--- src/rtl/uart_pkg.sv ---
// rtl/uart_pkg.sv - shared UART state encoding and baud divider helper
package uart_pkg;

    typedef enum logic [1:0] {
        IDLE  = 2'd0,
        START = 2'd1,
        DATA  = 2'd2,
        STOP  = 2'd3
    } uart_state_t;

    localparam int DATA_BITS = 8;

    // Clock cycles per sample tick; every line bit lasts sampling_rate ticks.
    function automatic int calc_div(input int clock_freq, input int baud_rate, input int sampling_rate);
        return clock_freq / (baud_rate * sampling_rate);
    endfunction

endpackage

--- src/rtl/sync_fifo.sv ---
// rtl/sync_fifo.sv - single-clock FIFO with occupancy count
module sync_fifo #(
    parameter int WIDTH = 8,
    parameter int DEPTH = 8
) (
    input  logic                     clk,
    input  logic                     rst,
    input  logic                     push,
    input  logic [WIDTH-1:0]         push_data,
    input  logic                     pop,
    output logic [WIDTH-1:0]         pop_data,
    output logic [$clog2(DEPTH):0]   count,
    output logic                     full,
    output logic                     empty
);

    localparam int AW = $clog2(DEPTH);
    localparam logic [AW:0] FULL_COUNT = DEPTH[AW:0];

    logic [WIDTH-1:0] mem [DEPTH];
    logic [AW-1:0]    wr_ptr;
    logic [AW-1:0]    rd_ptr;
    logic             do_push;
    logic             do_pop;

    assign full     = (count == FULL_COUNT);
    assign empty    = (count == '0);
    assign do_push  = push && !full;
    assign do_pop   = pop && !empty;
    assign pop_data = mem[rd_ptr];

    always_ff @(posedge clk) begin
        if (do_push && !rst) begin
            mem[wr_ptr] <= push_data;
        end
    end

    // Power-of-two depth lets the pointers wrap by plain overflow.
    always_ff @(posedge clk) begin
        if (rst) begin
            wr_ptr <= '0;
            rd_ptr <= '0;
            count  <= '0;
        end else begin
            if (do_push) begin
                wr_ptr <= wr_ptr + 1'b1;
            end
            if (do_pop) begin
                rd_ptr <= rd_ptr + 1'b1;
            end
            case ({do_push, do_pop})
                2'b10:   count <= count + 1'b1;
                2'b01:   count <= count - 1'b1;
                default: count <= count;
            endcase
        end
    end

endmodule

--- src/rtl/uart_tx_fifo.sv ---
// rtl/uart_tx_fifo.sv - buffered 8N1 UART transmitter
module uart_tx_fifo
    import uart_pkg::*;
#(
    parameter int CLOCK_FREQ    = 100_000_000,
    parameter int BAUD_RATE     = 9600,
    parameter int SAMPLING_RATE = 16,
    parameter int FIFO_DEPTH    = 8
) (
    input  logic                          clk,
    input  logic                          rst,
    input  logic [7:0]                    data_in,
    input  logic                          valid,
    output logic                          ready,
    output logic                          tx,
    output logic                          busy,
    output logic                          tx_done,
    output logic [$clog2(FIFO_DEPTH):0]   count
);

    localparam int DIV    = calc_div(CLOCK_FREQ, BAUD_RATE, SAMPLING_RATE);
    localparam int DIV_W  = (DIV > 1) ? $clog2(DIV) : 1;
    localparam int SAMP_W = (SAMPLING_RATE > 1) ? $clog2(SAMPLING_RATE) : 1;
    localparam logic [DIV_W-1:0]  DIV_LAST  = DIV_W'(DIV - 1);
    localparam logic [SAMP_W-1:0] SAMP_LAST = SAMP_W'(SAMPLING_RATE - 1);
    localparam logic [2:0]        BIT_LAST  = 3'(DATA_BITS - 1);

    uart_state_t       state;
    logic [DIV_W-1:0]  div_cnt;
    logic [SAMP_W-1:0] samp_cnt;
    logic [2:0]        bit_cnt;
    logic [7:0]        shift;
    logic              bit_end;
    logic              fifo_pop;
    logic [7:0]        fifo_data;
    logic              fifo_full;
    logic              fifo_empty;

    assign ready    = !fifo_full;
    assign fifo_pop = (state == IDLE) && !fifo_empty;
    assign bit_end  = (div_cnt == DIV_LAST) && (samp_cnt == SAMP_LAST);

    sync_fifo #(
        .WIDTH (8),
        .DEPTH (FIFO_DEPTH)
    ) u_fifo (
        .clk       (clk),
        .rst       (rst),
        .push      (valid),
        .push_data (data_in),
        .pop       (fifo_pop),
        .pop_data  (fifo_data),
        .count     (count),
        .full      (fifo_full),
        .empty     (fifo_empty)
    );

    // tx is registered from the current state, so the line trails the state by one cycle.
    always_ff @(posedge clk) begin
        if (rst) begin
            state    <= IDLE;
            div_cnt  <= '0;
            samp_cnt <= '0;
            bit_cnt  <= '0;
            shift    <= '0;
            tx       <= 1'b1;
            busy     <= 1'b0;
            tx_done  <= 1'b0;
        end else begin
            tx_done <= 1'b0;
            if (state != IDLE) begin
                if (bit_end) begin
                    div_cnt  <= '0;
                    samp_cnt <= '0;
                end else if (div_cnt == DIV_LAST) begin
                    div_cnt  <= '0;
                    samp_cnt <= samp_cnt + 1'b1;
                end else begin
                    div_cnt <= div_cnt + 1'b1;
                end
            end
            case (state)
                IDLE: begin
                    tx <= 1'b1;
                    if (!fifo_empty) begin
                        shift    <= fifo_data;
                        div_cnt  <= '0;
                        samp_cnt <= '0;
                        bit_cnt  <= '0;
                        busy     <= 1'b1;
                        state    <= START;
                    end
                end
                START: begin
                    tx <= 1'b0;
                    if (bit_end) begin
                        state <= DATA;
                    end
                end
                DATA: begin
                    tx <= shift[0];
                    if (bit_end) begin
                        shift <= {1'b0, shift[7:1]};
                        if (bit_cnt == BIT_LAST) begin
                            state <= STOP;
                        end else begin
                            bit_cnt <= bit_cnt + 1'b1;
                        end
                    end
                end
                STOP: begin
                    tx <= 1'b1;
                    if (bit_end) begin
                        tx_done <= 1'b1;
                        busy    <= 1'b0;
                        state   <= IDLE;
                    end
                end
                default: state <= IDLE;
            endcase
        end
    end

endmodule

--- config.mk ---
export PLATFORM = sky130hd
export DESIGN_NAME = uart_tx_fifo
export DESIGN_NICKNAME = d
export VERILOG_FILES = /design/src/rtl/uart_pkg.sv /design/src/rtl/sync_fifo.sv /design/src/rtl/uart_tx_fifo.sv
export SDC_FILE = /design/constraint.sdc
export NUM_CORES = 1
export LEC_CHECK = 0
export BUFFER_PORTS_ARGS = -buffer_cell sky130_fd_sc_hd__buf_2
export CORE_MARGIN = 2
export CORE_UTILIZATION = 60
export CTS_CLUSTER_SIZE = 12
export DETAILED_ROUTE_END_ITERATION = 7
export PLACE_DENSITY = 0.83
export SLEW_MARGIN = 0
export SYNTH_ARGS = -nofsm -noshare
export SYNTH_HDL_FRONTEND = slang
export SYNTH_SLANG_ARGS = --single-unit
--- constraint.sdc ---
create_clock -name clk -period 5.39 [get_ports clk]
set_input_delay 0.8085 -clock clk [delete_from_list [all_inputs] [get_ports clk]]
set_output_delay 0.8085 -clock clk [all_outputs]
set_load 0.05 [all_outputs]
# Word-level counts from Yosys, hierarchy flattened
# Memories as Yosys holds them, arrays and structs flattened. A register that Yosys moved wholly into a read port is not among the register bits.
# Cells that the tools add are included.
[classes]
add_sub_neg = 7
n_mul = 0
n_div = 0
n_lt_le_gt_ge = 0
n_eq_ne = 15
n_shift = 0
mux = 33
n_bitwise = 1
n_reduce_logical = 20
[op_table]
columns = ["op", "n"]
rows = [
  ["$mux W10", 5],
  ["$mux W4", 5],
  ["$mux W8", 2],
  ["$pmux W8 S2", 1],
  ["$mux W3", 5],
  ["$ne A2 B2 Y1 const B", 6],
  ["$add A10 B1 Y10 const B", 1],
  ["$eq A10 B10 Y1 const B", 1],
  ["$mux W2", 5],
  ["$add A3 B1 Y3 const B", 3],
  ["$add A4 B1 Y4 const B", 2],
  ["$eq A4 B4 Y1 const B", 2],
  ["$pmux W2 S4", 1],
  ["$pmux W4 S2", 1],
  ["$reduce_bool A2 Y1", 4],
  ["$eq A2 B2 Y1 const B", 3],
  ["$pmux W3 S2", 1],
  ["$reduce_and A3 Y1", 2],
  ["$logic_and A1 B1 Y1", 5],
  ["$mux W1", 5],
  ["$reduce_and A5 Y1", 1],
  ["$eq A2 B1 Y1 const B", 2],
  ["$logic_not A4 Y1", 1],
  ["$reduce_and A4 Y1", 1],
  ["other kinds (8)", 11],
]
[totals]
regBits = 40
latchBits = 0
mem_bits_rw = 64
romBits = 0
input_bits = 11
wordCells = 88
mem_count = 1
[memory_table]
columns = ["memory", "words", "width", "rd", "rd_clocked_by_memory_dff", "wr", "line", "rtl"]
rows = [
  ["u_fifo.mem", 8, 8, 1, 1, 1, "sync_fifo.sv:20", "logic [WIDTH-1:0] mem [DEPTH];"],
]

# Depth between registers and ports, before layout
# Gate-level depths: netlist of the first run.
[depth]
depth_word = 6
mapped_depth = 10
mapped_depth_nobuf = 10

# Modules after synthesis
# Synthesis of the first run repeated with hierarchy kept, for this count alone.
[unflattened]
cells_unflattened = 359
hier_area_um2 = 4769.6
[by_module_without_submodules]
columns = ["mod", "n_inst", "cells_per_inst", "area_per_inst_um2", "seq_area_each_um2"]
rows = [
  ["sync_fifo", 1, 169, 3119.2, 2182.1],
  ["uart_tx_fifo", 1, 190, 1650.3, 600.6],
]

# Least setup slack after synthesis of the first run
# OpenSTA, ideal clock, no wires.
[synth_timing]
path_type = "register to register"
startpoint = "reg u_fifo.count[3]"
endpoint = "reg u_fifo.count[2]"
setup_time_ns = 0.135
arrival_time_ns = 3.011
required_ns = 5.255
setup_slack_ns = 2.244
path_stages_with_launch = 10
n_path_buf = 1
synth_period_minus_slack_ns = 3.146
path_cell_list = "dfxtp_1 or4b_2 clkbuf_1 nand2_2 ha_1 xor2_1 ha_1 o21a_1 o311ai_0 o41ai_1"
[synth_lines]
columns = ["item", "line", "rtl"]
rows = [
  ["start: declaration", "sync_fifo.sv:12", "output logic [$clog2(DEPTH):0] count,"],
  ["start signal: assignment", "sync_fifo.sv:52", "2'b10: count <= count + 1'b1;"],
  ["start signal: assignment", "sync_fifo.sv:53", "2'b01: count <= count - 1'b1;"],
  ["start signal: assignment", "sync_fifo.sv:54", "default: count <= count;"],
  ["$eq A4 B4 Y1 *", "sync_fifo.sv:26", "assign full = (count == FULL_COUNT);"],
  ["$logic_not A1 Y1 *", "--", ""],
  ["via ready", "uart_tx_fifo.sv:14", "output logic ready,"],
  ["$logic_and A1 B1 Y1 *", "sync_fifo.sv:28", "assign do_push = push && !full;"],
  ["$eq A2 B1 Y1 / $eq A2 B2 Y1 (equally long branches)", "sync_fifo.sv:51", "case ({do_push, do_pop})"],
  ["$pmux W4 S2 / $reduce_bool A2 Y1 (equally long branches)", "--", ""],
]
# Mark *: on every way through the listed nets, which the timed path passes. The rest lies on a longest branch.
# A chain may end at the register's enable or synchronous reset.

# Worst setup path in the final report of the first run
[layout_timing]
startpoint = "reg state[0]"
endpoint = "reg u_fifo.count[2]"
[layout_between]
elab_chain_cells = 5
[layout_rtl]
columns = ["item", "line", "rtl"]
rows = [
  ["start: declaration", "uart_tx_fifo.sv:28", "uart_state_t state;"],
  ["start signal: assignment", "uart_tx_fifo.sv:61", "state <= IDLE;"],
  ["start signal: assignment", "uart_tx_fifo.sv:91", "state <= START;"],
  ["start signal: assignment", "uart_tx_fifo.sv:97", "state <= DATA;"],
  ["$logic_not A2 Y1 *", "uart_tx_fifo.sv:40", "assign fifo_pop = (state == IDLE) && !fifo_empty;"],
  ["$logic_and A1 B1 Y1 *", "uart_tx_fifo.sv:40", ""],
  ["$logic_and A1 B1 Y1 *", "sync_fifo.sv:29", "assign do_pop = pop && !empty;"],
  ["$eq A2 B1 Y1 / $eq A2 B2 Y1 (equally long branches)", "sync_fifo.sv:51", ""],
  ["$pmux W4 S2 / $reduce_bool A2 Y1 (equally long branches)", "--", ""],
]
# Mark *: on every way between the ends. The rest lies on a longest branch, timed or not.

==> flow_summary_export.csv, run 1 <==
group,metric,value,unit
run_status,run_status,"complete, no violations",
synthesis,synth_seq_area_share,0.599,
final_layout,final_layout_size_suffix_gt1_frac,0.176,
placed_design,place_hpwl,5870,um
global_route,met3_usage_grt,0.0509,
synthesis,syn-num-nets,382,
floorplanning,top_level_ports,19,
sta,fin_hold_ws,0.504,ns
final_layout,post_layout_util,0.659,
clock_network,numCtsBuffers,9,
placed_design,port_buffers,18,
sta,slew-limit-headroom,0.189,
synthesis,netlist_area,0.00464,mm^2
clock_network,cts_hold_repair.buffers,0,
critical_path,worstPathArrival,3.12,ns
clock_network,cts_setup_buffers,0,
synthesis,async_reset_ff_frac,0,
floorplanning,fp.dieArea,0.00846,mm^2
critical_path,cp.required,5.65,ns
placed_design,place_worst_setup_slack,2.39,ns
critical_path,crit_path_slowest_cell,"sky130_fd_sc_hd__ha_1",
clock_network,worst_skew_pair.late_latency,0.39,ns
run,cap_violations,0,
route,vias,2996,
clock_network,cts_tree,"built",
pwr,worst_ir_drop_vdd,271,uV
floorplanning,die_span_y,92.0,um
final_layout,layout.cell_area.non_filler,0.00501,mm^2
synthesis,synthMuxAreaShare,0.0884,
floorplanning,rows,32,
sta,setup_slack,2.53,ns
synthesis,syn_area_per_cell,13.0,um^2
synthesis,synth_top_cells_by_area,"sky130_fd_sc_hd__edfxtp_1 41%, sky130_fd_sc_hd__dfxtp_1 19%, sky130_fd_sc_hd__mux4_2 7.8%",
synthesis,ys_ff_latch,107,
critical_path,cp-end-kind,"flip-flop",
synthesis,largest_family_of_logic_cells_by_synthesized_area,"simple AND/OR/NAND/NOR gates",
route,drt-initial-drc-count,181,
critical_path,critical_path_class,"flip-flop to flip-flop",
global_route,grt.met1_usage,0.281,
sta,rsz0062_at_grt,"false",
route,drt_pass1_iterations,6,
critical_path,timing.critical_path.cells,"inv_1 -> ha_1 -> o41ai_4 -> inv_2 -> ha_1 -> xor2_1 -> ha_1 -> o21a_1 -> o311ai_0 -> o41ai_1",
global_route,grt_pass1_vias,2887,
final_layout,nNetsFinal,396,
sta,period_minus_slack,2.86,ns
sta,report.final.slew_viol_count,0,
global_route,antenna_found_initial,0,
synthesis,post_synth_fa_ha_maj_area_fraction,0.0377,
final_layout,antenna_cells,0,
clock_network,clk_transition_reported_paths,0.11,ns
synthesis,synth-warning-count,0,
global_route,globalRouteMet2Util,0.366,
critical_path,critical_path_peak_fanout,16,
placed_design,numPlacedInstances,462,
synthesis,synth_edf_count,64,
synthesis,postSynthCellCount,357,
synthesis,synthSimpleGateAreaFrac,0.134,
sta,tightest_slew,1.21,ns
clock_network,clock_sink_count,107,
route,post-route-drc-count,0,
clock_network,cts.root.buffer_cell,"sky130_fd_sc_hd__clkbuf_8",
route,drt.antenna.violating_nets,0,
route,final_wl,8720,um
critical_path,critical-path-top-cell-by-count,"sky130_fd_sc_hd__ha_1",
synthesis,synth_xor_area_frac,0.0151,
global_route,gr-usage-all-layers,0.219,
min_path,worstHoldPathCells,2,
pwr,totalPowerFinal,2.18,mW
clock_network,htree_num_levels,3,
sta,finalSetupViolCount,0,
final_layout,instances_no_fill,478,
critical_path,timing.reg2reg.worst_path_depth,10,
placed_design,post_dp_cell_area,0.00480,mm^2
clock_network,cts_resized,0,
route,via_per_inst,6.27,
global_route,grt_pass1_wl,14300,um
sta,achievable-frequency,350,MHz
pwr,leakage_power_figure,1.72,nW
global_route,grt_overflow_total,0,
sta,final.setup_skew,0.0166,ns
min_path,hold_path.class,"flip-flop to flip-flop",
synthesis,synth_compound_area_frac,0.0992,
global_route,grt-busiest-layer,"met2",
pwr,power_density,435,mW/mm^2
sta,final_min_period_over_clock_period,0.531,
synthesis,synthFlopType,"sky130_fd_sc_hd__edfxtp_1",
placed_design,routabilityCongestion,0.823,
final_layout,areaGrowthSynthToFinish,8.03,%
synthesis,synth_top_area_share,0.414,
sta,setup_tns,0,ns
clock_network,cts-root-to-sink-buffers,2,
floorplanning,die-width,92.0,um
floorplanning,fp.coreArea,0.00761,mm^2
critical_path,cpPeakStageDelay,0.54,ns
critical_path,critPathLaunchType,"flip-flop",
global_route,pin_count_of_the_biggest_net_entering_global_routing,33,
route,drt-wirelength-per-cell,18.2,um
sta,finalHoldViolations,0,
synthesis,distinct_cells_synth,64,
floorplanning,start_util,0.610,
synthesis,post-synth-top-area-cell,"sky130_fd_sc_hd__edfxtp_1",
[routing by layer]
layer,up-vias,part of all wire,wire length [um]
met1,1473,0.43,3750
li1,1411,-,-
met3,20,0.046,402
met5,-,0,0
met2,92,0.51,4430
met4,0,0.017,146
[kinds of logic (layout without fill, tap and decap cells)]
| kind of cell | after synthesis | after routing |
|---|---|---|
| DFF | 107 | 107 |
| AOI/OAI and AO/OA | 62 | 62 |
| adders and majority gates | 14 | 14 |
| buffers and inverters | 26 | 45 |
| and+or+nand+nor | 119 | 119 |
| xor gates and xnor gates | 8 | 8 |
| muxes | 21 | 21 |
[Yosys cell counts (2+ instances only)]
library cell	number
sky130_fd_sc_hd__a211oi_1	6
sky130_fd_sc_hd__a21oi_1	9
sky130_fd_sc_hd__a311oi_1	2
sky130_fd_sc_hd__a31oi_1	5
sky130_fd_sc_hd__and3_1	2
sky130_fd_sc_hd__and3b_1	3
sky130_fd_sc_hd__and4_1	2
sky130_fd_sc_hd__buf_1	2
sky130_fd_sc_hd__buf_2	3
sky130_fd_sc_hd__buf_6	2
sky130_fd_sc_hd__clkbuf_1	9
sky130_fd_sc_hd__dfxtp_1	43
sky130_fd_sc_hd__edfxtp_1	64
sky130_fd_sc_hd__ha_1	14
sky130_fd_sc_hd__inv_1	6
sky130_fd_sc_hd__mux2i_1	5
sky130_fd_sc_hd__mux4_2	16
sky130_fd_sc_hd__nand2_1	21
sky130_fd_sc_hd__nand2b_1	2
sky130_fd_sc_hd__nand3_1	10
sky130_fd_sc_hd__nand4_1	7
sky130_fd_sc_hd__nor2_1	29
sky130_fd_sc_hd__nor2b_1	4
sky130_fd_sc_hd__nor3_1	19
sky130_fd_sc_hd__nor4_1	4
sky130_fd_sc_hd__o211ai_1	3
sky130_fd_sc_hd__o21a_1	4
sky130_fd_sc_hd__o21ai_0	10
sky130_fd_sc_hd__o221ai_1	6
sky130_fd_sc_hd__o32ai_1	3
sky130_fd_sc_hd__or3_1	2
sky130_fd_sc_hd__or4_1	2
sky130_fd_sc_hd__xnor2_1	2
sky130_fd_sc_hd__xor2_1	6
[cells in the final DEF (no fill, tap or decap), drive strengths merged, types with 3 or more instances in the layout]
cell type	netlist	routed
mux2i	5	5
buf	8	21
nor3	19	19
a31oi	5	5
mux4	16	16
nor2	30	30
o221ai	6	6
o21ai	11	11
o32ai	3	3
o211ai	3	3
or4	3	3
and3b	3	3
nand2	22	22
nor4	4	4
clkinv	1	4
or2	3	3
nor2b	4	4
a21oi	10	10
ha	14	14
xor2	6	6
o21a	4	4
clkbuf	10	9
inv	7	11
a211oi	6	6
edfxtp	64	64
nand4	7	7
nand3	10	10
dfxtp	43	43
[state kept, by name, summed over array words and instances (netlist names), named ones only]
signal and cells:
samp_cnt 4, u_fifo.count 4, bit_cnt 3, tx_done 1, tx 1, div_cnt 10
busy 1, u_fifo.mem 64, shift 8, u_fifo.rd_ptr 3, state 2, u_fifo.wr_ptr 3
[critical path: cells and delay by family, from the launching register on]
family                     cells  cell delay [ns]
xor gates and xnor gates       1             0.10
DFF                            1             0.36
adders and majority gates      3             1.03
AOI/OAI and AO/OA              4             0.93
buffers and inverters          2             0.31
[report_power, final]
part	leakage (nW)	internal, mW	switching [mW]
combinational	0.679	0.246	0.398
sequential	0.929	0.942	0.0856
clock	0.108	0.192	0.318
total	1.72	1.38	0.801
[final cells by class]
class                           count  area (um^2)
Timing Repair Buffer               21          113
Fill cell                         552         2590
Tap cell                          102          128
Inverter                            8         30.0
Sequential cell                   107         2780
Clock inverter                      7         93.8
Multi-Input combinational cell    224         1740
Clock buffer                        9          124
[final timing paths]
path	from	end	slack, ns
setup / recovery	state[0]$_SDFFE_PP0P_	u_fifo.count[2]$_SDFFE_PP0P_	2.53
hold / removal	shift[7]$_SDFFE_PP0P_	shift[6]$_SDFFE_PP0P_	0.50
setup reg to reg	state[0]$_SDFFE_PP0P_	u_fifo.count[2]$_SDFFE_PP0P_	2.53
hold reg to reg	shift[7]$_SDFFE_PP0P_	shift[6]$_SDFFE_PP0P_	0.50
(Power assumes the default switching activity.)
==> run 2: changes to the inputs <==
- ABC_AREA: unset -> 1
- CORE_UTILIZATION: 60 -> 55
- PLACE_DENSITY: 0.83 -> 0.8
- clock period: 5.39 -> 2.55 ns (I/O delays scaled with it)
==> flow_summary_export.csv, run 2 <==
group,metric,value,unit
synthesis,synth_seq_area_share,0.573,
global_route,grt_pass1_vias,3551,
final_layout,number_of_flip_flops_in_the_largest_register,64,
clock_network,cts_setup_buffers,0,
route,drt_pass1_iterations,5,
final_layout,reg.largest.list,"u_fifo.mem: 64 flops, div_cnt: 10 flops, shift: 8 flops",
synthesis,syn_area_per_cell,9.09,um^2
critical_path,rr_startpoint,"state[1]$_SDFFE_PP0P_",
floorplanning,start_util,0.562,
final_layout,areaGrowthSynthToFinish,8.48,%
synthesis,synth_edf_count,64,
global_route,grt_overflow_total,0,
route,post-route-drc-count,0,
clock_network,clock_sink_count,107,
sta,achievable-frequency,470,MHz
synthesis,synthFlopType,"sky130_fd_sc_hd__edfxtp_1",
sta,fin_hold_ws,0.261,ns
synthesis,syn-num-nets,559,
run_status,run_status,"complete, no violations",
route,drt.antenna.violating_nets,0,
route,vias,3685,
critical_path,reg2reg_to,"u_fifo.count[1]$_SDFFE_PP0P_",
min_path,timing.hold.worst.start,"data_in[0]",
global_route,gr-usage-all-layers,0.211,
placed_design,routabilityCongestion,0.851,
final_layout,layout_common_cells,"122 x sky130_fd_sc_hd__nand2_1, 64 x sky130_fd_sc_hd__edfxtp_1, 61 x sky130_fd_sc_hd__nor2_1, 47 x sky130_fd_sc_hd__nand3_1, 43 x sky130_fd_sc_hd__dfxtp_1",
run,cap_violations,0,
synthesis,postSynthCellCount,534,
final_layout,final_common_cell,"sky130_fd_sc_hd__nand2_1",
global_route,grt_pass1_wl,16200,um
min_path,hold_end,"u_fifo.mem[3][0]$_DFFE_PP_",
sta,tightest_slew,0.666,ns
sta,rsz0062_at_grt,"false",
sta,final.setup_skew,0.00967,ns
final_layout,nNetsFinal,583,
sta,final_min_period_over_clock_period,0.835,
final_layout,post_layout_util,0.610,
synthesis,synth_top_area_share,0.396,
synthesis,distinct_cells_synth,35,
global_route,antenna_found_initial,0,
synthesis,yosys.cell_count.top_type,"sky130_fd_sc_hd__nand2_1",
clock_network,cts_resized,0,
critical_path,critical_path_peak_fanout,8,
sta,setup_tns,0,ns
final_layout,regMostFlops,"u_fifo.mem",
clock_network,clk_transition_reported_paths,0.11,ns
min_path,worstHoldPathCells,1,
final_layout,final_layout_size_suffix_gt1_frac,0.135,
clock_network,cts_hold_repair.buffers,0,
critical_path,reg2reg_setup_slack,0.42,ns
sta,slew-limit-headroom,0.556,
clock_network,cts.root.buffer_cell,"sky130_fd_sc_hd__clkbuf_8",
clock_network,cts_tree,"built",
critical_path,critPathLaunchType,"flip-flop",
floorplanning,rows,34,
floorplanning,die-width,98.0,um
synthesis,post_synth_most_frequent_cells,"122 x sky130_fd_sc_hd__nand2_1, 64 x sky130_fd_sc_hd__edfxtp_1, 61 x sky130_fd_sc_hd__nor2_1, 47 x sky130_fd_sc_hd__nand3_1, 43 x sky130_fd_sc_hd__dfxtp_1",
placed_design,port_buffers,18,
floorplanning,fp.dieArea,0.00960,mm^2
pwr,worst_ir_drop_vdd,757,uV
critical_path,critical_path_class,"flip-flop to flip-flop",
floorplanning,fp.coreArea,0.00864,mm^2
pwr,power_density,982,mW/mm^2
critical_path,timing.reg2reg.worst_path_depth,9,
final_layout,layout.cell_area.non_filler,0.00527,mm^2
floorplanning,top_level_ports,19,
clock_network,numCtsBuffers,9,
synthesis,synth-warning-count,0,
route,drt-wirelength-per-cell,14.5,um
route,via_per_inst,5.49,
clock_network,cts-root-to-sink-buffers,2,
sta,finalHoldViolations,0,
route,final_wl,9700,um
sta,finalSetupViolCount,0,
final_layout,fillers,729,
clock_network,worst_skew_pair.late_latency,0.38,ns
synthesis,netlist_area,0.00486,mm^2
synthesis,ys_ff_latch,107,
floorplanning,die_span_y,98.0,um
sta,period_minus_slack,2.13,ns
clock_network,htree_num_levels,3,
final_layout,antenna_cells,0,
placed_design,place_hpwl,6520,um
placed_design,post_dp_cell_area,0.00508,mm^2
sta,report.final.slew_viol_count,0,
critical_path,cp.required,2.83,ns
pwr,leakage_power_figure,2.10,nW
global_route,pin_count_of_the_biggest_net_entering_global_routing,26,
critical_path,worstPathArrival,2.41,ns
synthesis,synth_top_cells_by_area,"sky130_fd_sc_hd__edfxtp_1 40%, sky130_fd_sc_hd__dfxtp_1 18%, sky130_fd_sc_hd__nand2_1 9.4%",
min_path,hold_path.class,"primary input to flip-flop",
route,drt-initial-drc-count,258,
critical_path,cp-end-kind,"flip-flop",
synthesis,async_reset_ff_frac,0,
synthesis,post-synth-top-area-cell,"sky130_fd_sc_hd__edfxtp_1",
## run 2: cells by family after synthesis
group / synth area share
xor+xnor: 0.0126
compound gates: 0.0760
flops: 0.573
buf+inv: 0.0562
fa+ha+maj: 0.0361
simple gates: 0.246
## run 2: how the worst max path moves through the flow
stage                                 start                           end  slack [ns]
2_1_floorplan  u_fifo.count[2]$_SDFFE_PP0P_    u_fifo.mem[0][0]$_DFFE_PP_       -0.13
3_3_place_gp          state[0]$_SDFFE_PP0P_  u_fifo.count[2]$_SDFFE_PP0P_        0.59
3_5_place_dp          state[0]$_SDFFE_PP0P_  u_fifo.count[2]$_SDFFE_PP0P_        0.44
4_1_cts               state[1]$_SDFFE_PP0P_  u_fifo.count[3]$_SDFFE_PP0P_        0.42
5_1_grt               state[1]$_SDFFE_PP0P_  u_fifo.count[3]$_SDFFE_PP0P_        0.07
6_report              state[1]$_SDFFE_PP0P_  u_fifo.count[1]$_SDFFE_PP0P_        0.42
## run 2: metrics by stage
| stage | total power [mW] | setup slack (ns) | std cells |
|---|---|---|---|
| after global routing | 5.54 | 0.0746 | 671 |
| final | 5.17 | 0.420 | 671 |
| after detailed placement | 4.19 | 0.440 | 655 |
| after global placement | 4.10 | 0.589 | 655 |
| after CTS | 5.17 | 0.424 | 671 |
| after floorplan | 3.75 | -0.127 | 534 |
## run 2: final cells by class
type | count | area [um^2] | area share
tap | 108 | 135 | 0.0257
clock buffer | 10 | 128 | 0.0242
multi-input combinational | 360 | 1800 | 0.342
inverter | 51 | 194 | 0.0368
clock inverter | 6 | 55.1 | 0.0105
sequential | 107 | 2780 | 0.528
timing repair buffer | 29 | 173 | 0.0328
## run 2: power breakdown
group          switching [mW]  total, mW  internal (mW)  leakage, nW
sequential              0.161       2.17           2.01        0.930
clock                   0.605      0.983          0.378       0.0926
combinational            1.39       2.01          0.620         1.08
total                    2.16       5.17           3.01         2.10
## run 2: critical path: stages, from the launching register on
cell and delay, ns:
sky130_fd_sc_hd__dfxtp_1 0.35, sky130_fd_sc_hd__inv_1 0.12, sky130_fd_sc_hd__ha_1 0.29, sky130_fd_sc_hd__nand2_1 0.15, sky130_fd_sc_hd__inv_2 0.15, sky130_fd_sc_hd__ha_1 0.26, sky130_fd_sc_hd__xor2_1 0.24, sky130_fd_sc_hd__ha_1 0.26
sky130_fd_sc_hd__o21ai_0 0.16, sky130_fd_sc_hd__nor2_1 0.06
## run 2: metal layers
metal,up-vias,global-route usage,part of all wire
met3,21,0.0336,0.053
met5,-,0,0
met2,112,0.351,0.49
met4,0,0.0908,0.021
li1,1818,-,-
met1,1734,0.274,0.43
